`config.mk`:
```
export PLATFORM = sky130hd
export DESIGN_NAME = dsp_nco_sweep_ctrl_flat
export DESIGN_NICKNAME = d
export VERILOG_FILES = /design/src/rtl/dsp_nco_sweep_ctrl_if.sv /design/src/rtl/dsp_nco_sweep_ctrl.sv /design/src/flat_wrapper.sv
export SDC_FILE = /design/constraint.sdc
export NUM_CORES = 1
export LEC_CHECK = 0
export CORE_AREA = 10 10 164 128
export DETAILED_ROUTE_END_ITERATION = 8
export DIE_AREA = 0 0 174 138
export GPL_ROUTABILITY_DRIVEN = 0
export PLACE_DENSITY = 0.91
export SETUP_SLACK_MARGIN = 0.2
export SLEW_MARGIN = 10
export SYNTH_ARGS = -nofsm -noshare
export SYNTH_HDL_FRONTEND = slang
export SYNTH_SLANG_ARGS = --single-unit
```
`constraint.sdc`:
```
create_clock -name clk -period 3.5 [get_ports clk]
set_input_delay 0.35 -clock clk [delete_from_list [all_inputs] [get_ports clk]]
set_output_delay 0.35 -clock clk [all_outputs]
set_load 0.05 [all_outputs]
```
`src/rtl/dsp_nco_sweep_ctrl_if.sv`:
```
// dsp_nco_sweep_ctrl_if: sweep descriptor valid/ready channel into dsp_nco_sweep_ctrl
//   cfg_valid/cfg_ready  handshake, transfer when both high
//   cfg_f_start          first FCW of the sweep
//   cfg_f_step           FCW increment per step, two's complement
//   cfg_n_steps          number of increments (n_steps+1 frequencies)
//   cfg_dwell            each frequency held dwell+1 cycles
//   cfg_repeat           1: loop until abort, 0: one-shot
interface dsp_nco_sweep_ctrl_if #(
  parameter int PHI_WIDTH   = 32,
  parameter int STEP_WIDTH  = 16,
  parameter int DWELL_WIDTH = 16
);
  logic                   cfg_valid;
  logic                   cfg_ready;
  logic [PHI_WIDTH-1:0]   cfg_f_start;
  logic [PHI_WIDTH-1:0]   cfg_f_step;
  logic [STEP_WIDTH-1:0]  cfg_n_steps;
  logic [DWELL_WIDTH-1:0] cfg_dwell;
  logic                   cfg_repeat;
  modport master (output cfg_valid, cfg_f_start, cfg_f_step, cfg_n_steps, cfg_dwell, cfg_repeat, input cfg_ready);
  modport slave  (input cfg_valid, cfg_f_start, cfg_f_step, cfg_n_steps, cfg_dwell, cfg_repeat, output cfg_ready);
endinterface

```
`src/rtl/dsp_nco_sweep_ctrl.sv`:
```
// dsp_nco_sweep_ctrl: steps dsp_nco.en/phi_inc through a programmed linear frequency sweep
//   clk, rst_n   clock, asynchronous active-low reset
//   cfg          descriptor channel (slave), accepted only while idle
//   start        launches an armed sweep; abort ends/discards immediately
//   busy         controller not idle
//   nco_en       to dsp_nco.en (low clears the NCO phase)
//   nco_phi_inc  to dsp_nco.phi_inc
//   step_pulse   one cycle with each FCW change after the first
//   done         one cycle when a one-shot sweep completes
// Define DSP_NCO_SWEEP_PINGPONG_EN for triangle (direction-reversing) repeat sweeps;
// by default a repeating sweep reloads f_start (sawtooth).
module dsp_nco_sweep_ctrl #(
  parameter int PHI_WIDTH   = 32,
  parameter int STEP_WIDTH  = 16,
  parameter int DWELL_WIDTH = 16
) (
  input  logic                 clk,
  input  logic                 rst_n,
  dsp_nco_sweep_ctrl_if.slave  cfg,
  input  logic                 start,
  input  logic                 abort,
  output logic                 busy,
  output logic                 nco_en,
  output logic [PHI_WIDTH-1:0] nco_phi_inc,
  output logic                 step_pulse,
  output logic                 done
);
  typedef enum logic [1:0] {IDLE, ARMED, RUN} state_t;
  state_t                 state, state_nx;
  logic [PHI_WIDTH-1:0]   f_start, f_step, phi_nx, inc;
  logic [STEP_WIDTH-1:0]  n_steps, step_cnt, step_nx;
  logic [DWELL_WIDTH-1:0] dwell, dwell_cnt, dwell_nx;
  logic                   rpt, dir, dir_nx, en_nx, pulse_nx, done_nx, load;
  assign cfg.cfg_ready = state == IDLE;
  assign busy          = state != IDLE;
  assign load          = cfg.cfg_valid && state == IDLE;
  // dir is only ever set in the ping-pong build; it flips the step sign on each wrap
  assign inc           = dir ? -f_step : f_step;
  always_comb begin
    state_nx = state;
    en_nx    = nco_en;
    phi_nx   = nco_phi_inc;
    pulse_nx = 1'b0;
    done_nx  = 1'b0;
    dwell_nx = dwell_cnt;
    step_nx  = step_cnt;
    dir_nx   = dir;
    case (state)
      IDLE: state_nx = cfg.cfg_valid ? ARMED : IDLE;
      ARMED:
        if (abort) state_nx = IDLE;
        else if (start) begin
          state_nx = RUN;
          en_nx    = 1'b1;
          phi_nx   = f_start;
          dwell_nx = dwell;
          step_nx  = '0;
          dir_nx   = 1'b0;
        end
      RUN:
        if (abort) begin
          state_nx = IDLE;
          en_nx    = 1'b0;
          phi_nx   = '0;
        end else if (dwell_cnt != '0) dwell_nx = dwell_cnt - DWELL_WIDTH'(1);
        else if (step_cnt < n_steps) begin
          phi_nx   = nco_phi_inc + inc;
          step_nx  = step_cnt + STEP_WIDTH'(1);
          dwell_nx = dwell;
          pulse_nx = 1'b1;
        end else if (rpt) begin
          step_nx  = '0;
          dwell_nx = dwell;
          pulse_nx = 1'b1;
`ifdef DSP_NCO_SWEEP_PINGPONG_EN
          dir_nx   = ~dir;
`else
          phi_nx   = f_start;
`endif
        end else begin
          state_nx = IDLE;
          en_nx    = 1'b0;
          phi_nx   = '0;
          done_nx  = 1'b1;
        end
      default: state_nx = IDLE;
    endcase
  end
  always_ff @(posedge clk or negedge rst_n)
    if (!rst_n) begin
      state       <= IDLE;
      nco_en      <= 1'b0;
      nco_phi_inc <= '0;
      step_pulse  <= 1'b0;
      done        <= 1'b0;
      dwell_cnt   <= '0;
      step_cnt    <= '0;
      dir         <= 1'b0;
      f_start     <= '0;
      f_step      <= '0;
      n_steps     <= '0;
      dwell       <= '0;
      rpt         <= 1'b0;
    end else begin
      state       <= state_nx;
      nco_en      <= en_nx;
      nco_phi_inc <= phi_nx;
      step_pulse  <= pulse_nx;
      done        <= done_nx;
      dwell_cnt   <= dwell_nx;
      step_cnt    <= step_nx;
      dir         <= dir_nx;
      if (load) begin
        f_start <= cfg.cfg_f_start;
        f_step  <= cfg.cfg_f_step;
        n_steps <= cfg.cfg_n_steps;
        dwell   <= cfg.cfg_dwell;
        rpt     <= cfg.cfg_repeat;
      end
    end
endmodule
```
`src/flat_wrapper.sv`:
```
// flat-port wrapper written by rule: the top's interface ports become plain ports
module dsp_nco_sweep_ctrl_flat 
#(
  parameter int PHI_WIDTH   = 32,
  parameter int STEP_WIDTH  = 16,
  parameter int DWELL_WIDTH = 16
)
  (clk, rst_n, start, abort, busy, nco_en, nco_phi_inc, step_pulse, done, cfg_cfg_valid, cfg_cfg_f_start, cfg_cfg_f_step, cfg_cfg_n_steps, cfg_cfg_dwell, cfg_cfg_repeat, cfg_cfg_ready);
  dsp_nco_sweep_ctrl_if #(.PHI_WIDTH(PHI_WIDTH), .STEP_WIDTH(STEP_WIDTH), .DWELL_WIDTH(DWELL_WIDTH)) cfg_i ();
  input  logic clk;
  input  logic rst_n;
  input  logic start;
  input  logic abort;
  output logic busy;
  output logic nco_en;
  output logic [PHI_WIDTH-1:0] nco_phi_inc;
  output logic step_pulse;
  output logic done;
  input wire logic [$bits(cfg_i.cfg_valid)-1:0] cfg_cfg_valid;
  input wire logic [$bits(cfg_i.cfg_f_start)-1:0] cfg_cfg_f_start;
  input wire logic [$bits(cfg_i.cfg_f_step)-1:0] cfg_cfg_f_step;
  input wire logic [$bits(cfg_i.cfg_n_steps)-1:0] cfg_cfg_n_steps;
  input wire logic [$bits(cfg_i.cfg_dwell)-1:0] cfg_cfg_dwell;
  input wire logic [$bits(cfg_i.cfg_repeat)-1:0] cfg_cfg_repeat;
  output wire logic [$bits(cfg_i.cfg_ready)-1:0] cfg_cfg_ready;
  assign cfg_i.cfg_valid = cfg_cfg_valid;
  assign cfg_i.cfg_f_start = cfg_cfg_f_start;
  assign cfg_i.cfg_f_step = cfg_cfg_f_step;
  assign cfg_i.cfg_n_steps = cfg_cfg_n_steps;
  assign cfg_i.cfg_dwell = cfg_cfg_dwell;
  assign cfg_i.cfg_repeat = cfg_cfg_repeat;
  assign cfg_cfg_ready = cfg_i.cfg_ready;
  dsp_nco_sweep_ctrl #(.PHI_WIDTH(PHI_WIDTH), .STEP_WIDTH(STEP_WIDTH), .DWELL_WIDTH(DWELL_WIDTH)) u_core (.clk(clk), .rst_n(rst_n), .cfg(cfg_i), .start(start), .abort(abort), .busy(busy), .nco_en(nco_en), .nco_phi_inc(nco_phi_inc), .step_pulse(step_pulse), .done(done));
endmodule
```
==> flow_summary.json <==
{
  "crit_buf_inv": 1,
  "dieArea_um2": 24010,
  "crit_arrival_ns": 3.66,
  "crit_top_cell": "a31oi_2",
  "grt_max_degree": 99,
  "fin_tns_setup_ns": 0,
  "synth_top_area_cell": "dfrtp_1",
  "drt_iter0_markers": 791,
  "crit_path_end_kind": "flop",
  "highest-signal-layer": "met4",
  "finalCritPeriodShare_pct": 94.77,
  "port_buffers": 138,
  "skew_ns": 0.01467,
  "grt.total_usage_pct": 21.39,
  "period_minus_slack_ns": 3.317,
  "ant_nets": 0,
  "die_w_um": 174,
  "finalWorstSetupSlack_ns": 0.1831,
  "pre_cts_slack_ns": 0.2840,
  "ys_types": 64,
  "nFillCells": 1387,
  "hold_viol": 0,
  "syn_area_um2": 9448,
  "htreeDepth": 4,
  "antennaDiodeCount": 0,
  "critPathLaunchType": "flop",
  "met2_length_mm": 12.16,
  "yosys_warnings": 0,
  "core_um2": 17970,
  "first_global_vias": 8305,
  "clk_pin_slew_ns": 0.06,
  "path_delay_family": "compound AO/OA/AOI/OAI gates",
  "syn_nets": 1123,
  "viasPerCell": 5.943,
  "clk-insertion-delay-late_ns": 0.44,
  "avgSynthCellArea_um2": 9.760,
  "dr_total_vias": 8088,
  "rows": 43,
  "leakage_uw": 0.005023,
  "cap_violations": 0,
  "hold_class": "primary input to async pin",
  "antenna_found_initial": 0,
  "grt_overflow_total": 0,
  "synth_seq_cells": 166,
  "drv_slew": 0,
  "worstMarginPinSlew_ns": 0.7517,
  "dr.pass1.iters": 7,
  "critPathRequiredTime_ns": 3.84,
  "post-route-util_pct": 65.54,
  "path_cells": "ha_1 > inv_1 > fa_1 > nand2b_1 > a21oi_2 > o21ai_1 > a31oi_2 > a31oi_2 > o31a_1 > o31ai_4 > mux2_2 > a211oi_1",
  "fmax_mhz": 301.5,
  "cts_buffer_depth": 2,
  "drc_errors": 0,
  "nets": 1256,
  "synth_edf_count": 0,
  "path_class": "flop to flop",
  "placed_cells": 1325,
  "netlist_instances": 968,
  "met3_wirelength_mm": 2.071,
  "rsz0062_at_grt": "yes",
  "synth.top_cell.area_share_pct": 43.97,
  "clock_sinks": 166,
  "wl_mm": 26.11,
  "clockRootBuffer": "clkbuf_16",
  "synthFlopType": "dfrtp_1",
  "floorplan.initialDensity_pct": 52.58,
  "m1WireLength_mm": 11.14,
  "finalSetupViolCount": 0,
  "ys_async_sr_fraction_pct": 100.0,
  "detail_route.wl_per_cell_um": 19.18,
  "status": "finished, final reports clean",
  "final_cells": 1361,
  "max-vdd-ir-drop_mv": 0.5682,
  "crit_fanout": 4,
  "cts_made_buffers": 17,
  "cts_tree": "yes",
  "synthTopCellsByArea": "dfrtp_1 (44%), mux2_2 (12%), ha_1 (6.9%)",
  "total_power_uw": 10460,
  "crit_slowest_cell": "fa_1",
  "die_h_um": 138,
  "seq_area_frac_synth_pct": 43.97,
  "hpwl_mm": 18.71,
  "final_layout_size_suffix_gt1_share_pct": 15.89,
  "slowest_delay_ns": 0.40,
  "grt_pass1_wl_mm": 42.56,
  "slew_headroom_pct": 49.88,
  "power_density_nw_per_um2": 887.9,
  "io_pins": 139,
  "synthToLayoutAreaGrowth_pct": 24.66
}
[Yosys cell counts (all sizes together), types with 4 or more instances]
cell type,number
dfrtp,166
nand2,101
mux2,98
o21ai,95
a21oi,90
nor2,68
ha,52
inv,37
nand3,24
clkbuf,23
buf,22
and3,16
nand4,16
xnor2,16
a22oi,15
nor3,13
a221oi,10
a31oi,10
xor2,9
a21o,8
nand2b,8
a211oi,7
and2,7
o211ai,7
nor4,6
o22ai,5
o31ai,5
nor2b,4
o21a,4
[path summary, 6_finish.rpt]
path                       cells after the start                                 end  slack [ns]                               from
setup / recovery                              12  u_core.nco_phi_inc[28]$_DFFE_PN0P_        0.18  u_core.nco_phi_inc[0]$_DFFE_PN0P_
hold / removal                                 2       u_core.f_step[29]$_DFFE_PN0P_        0.50                              rst_n
setup reg to reg                              12  u_core.nco_phi_inc[28]$_DFFE_PN0P_        0.18  u_core.nco_phi_inc[0]$_DFFE_PN0P_
hold reg to reg                                1         u_core.dwell[2]$_DFFE_PN0P_        0.50        u_core.dwell[2]$_DFFE_PN0P_
max in group asynchronous                      3     u_core.step_cnt[15]$_DFFE_PN0P_        2.10                              rst_n
min in group clk                               1         u_core.dwell[2]$_DFFE_PN0P_        0.50        u_core.dwell[2]$_DFFE_PN0P_
[metal layers]
metal  vias up  track usage, %
li1       3768               -
met1      3904           27.49
met2       360           33.95
met3        56           5.605
met4         0           8.128
met5         -               0
[timing repair]
item / CTS / global route
gates resized for setup: 0 / 5
hold endpoints to repair: 51 / 0
endpoints found under the setup margin: 0 / 12
hold buffers: 1 / 0
buffers inserted: 0 / 3
[cell type report]
| type | count | area (um^2) | area share, % |
|---|---|---|---|
| Multi-Input combinational cell | 720 | 4991 | 42.38 |
| Sequential cell | 166 | 4154 | 35.27 |
| Timing Repair Buffer | 159 | 1568 | 13.31 |
| Clock buffer | 20 | 466.7 | 3.963 |
| Tap cell | 247 | 309.0 | 2.624 |
| Clock inverter | 12 | 150.1 | 1.275 |
| Inverter | 37 | 138.9 | 1.179 |
[registers in the layout, indices dropped and copies added (netlist names)]
name and count:
u_core.done 1, u_core.rpt 1, u_core.step_pulse 1, u_core.step_cnt 16, u_core.nco_en 1, u_core.nco_phi_inc 32
u_core.dwell 16, u_core.n_steps 16, u_core.dwell_cnt 16, u_core.f_step 32, u_core.f_start 32, u_core.state 2
[where the power goes]
part           total [uW]  switching, uW  internal (uW)
sequential           3080            535           2540
combinational        5410           3260           2150
clock                1970            793           1180
total               10500           4590           5870
[placed cells by master (no fill, tap or decap), drive strengths merged, types with 8 or more instances in the layout]
cell           synthesis  final
dfrtp                166    166
clkdlybuf4s50          0    137
nand2                101    101
mux2                  98     98
o21ai                 95     95
a21oi                 90     90
nor2                  68     68
ha                    52     52
inv                   37     38
nand3                 24     24
buf                   22     21
clkbuf                23     20
and3                  16     16
nand4                 16     16
xnor2                 16     16
a22oi                 15     15
nor3                  13     13
a31oi                 10     10
a221oi                10     10
xor2                   9      9
nand2b                 8      8
a21o                   8      8
[cells by family after synthesis]
kind of cell	count (synthesis)	synth area share, %
AOI/OAI and AO/OA	269	17.38
xor gates and xnor gates	25	2.318
adders and majority gates	53	7.098
buffers and inverters	82	3.642
DFF	166	43.97
muxes	101	12.00
and+or+nand+nor	272	13.60
[metrics by stage]
| step | area (um^2) | hold slack, ns |
|---|---|---|
| 2_1_floorplan | 9448 | 0.05441 |
| 3_3_place_gp | 11110 | 0.4297 |
| 3_5_place_dp | 11110 | 0.4377 |
| 4_1_cts | 11730 | 0.5047 |
| 5_1_grt | 11780 | 0.5223 |
| 6_report | 11780 | 0.4960 |
Note: power is estimated with default switching activity, not from simulation.
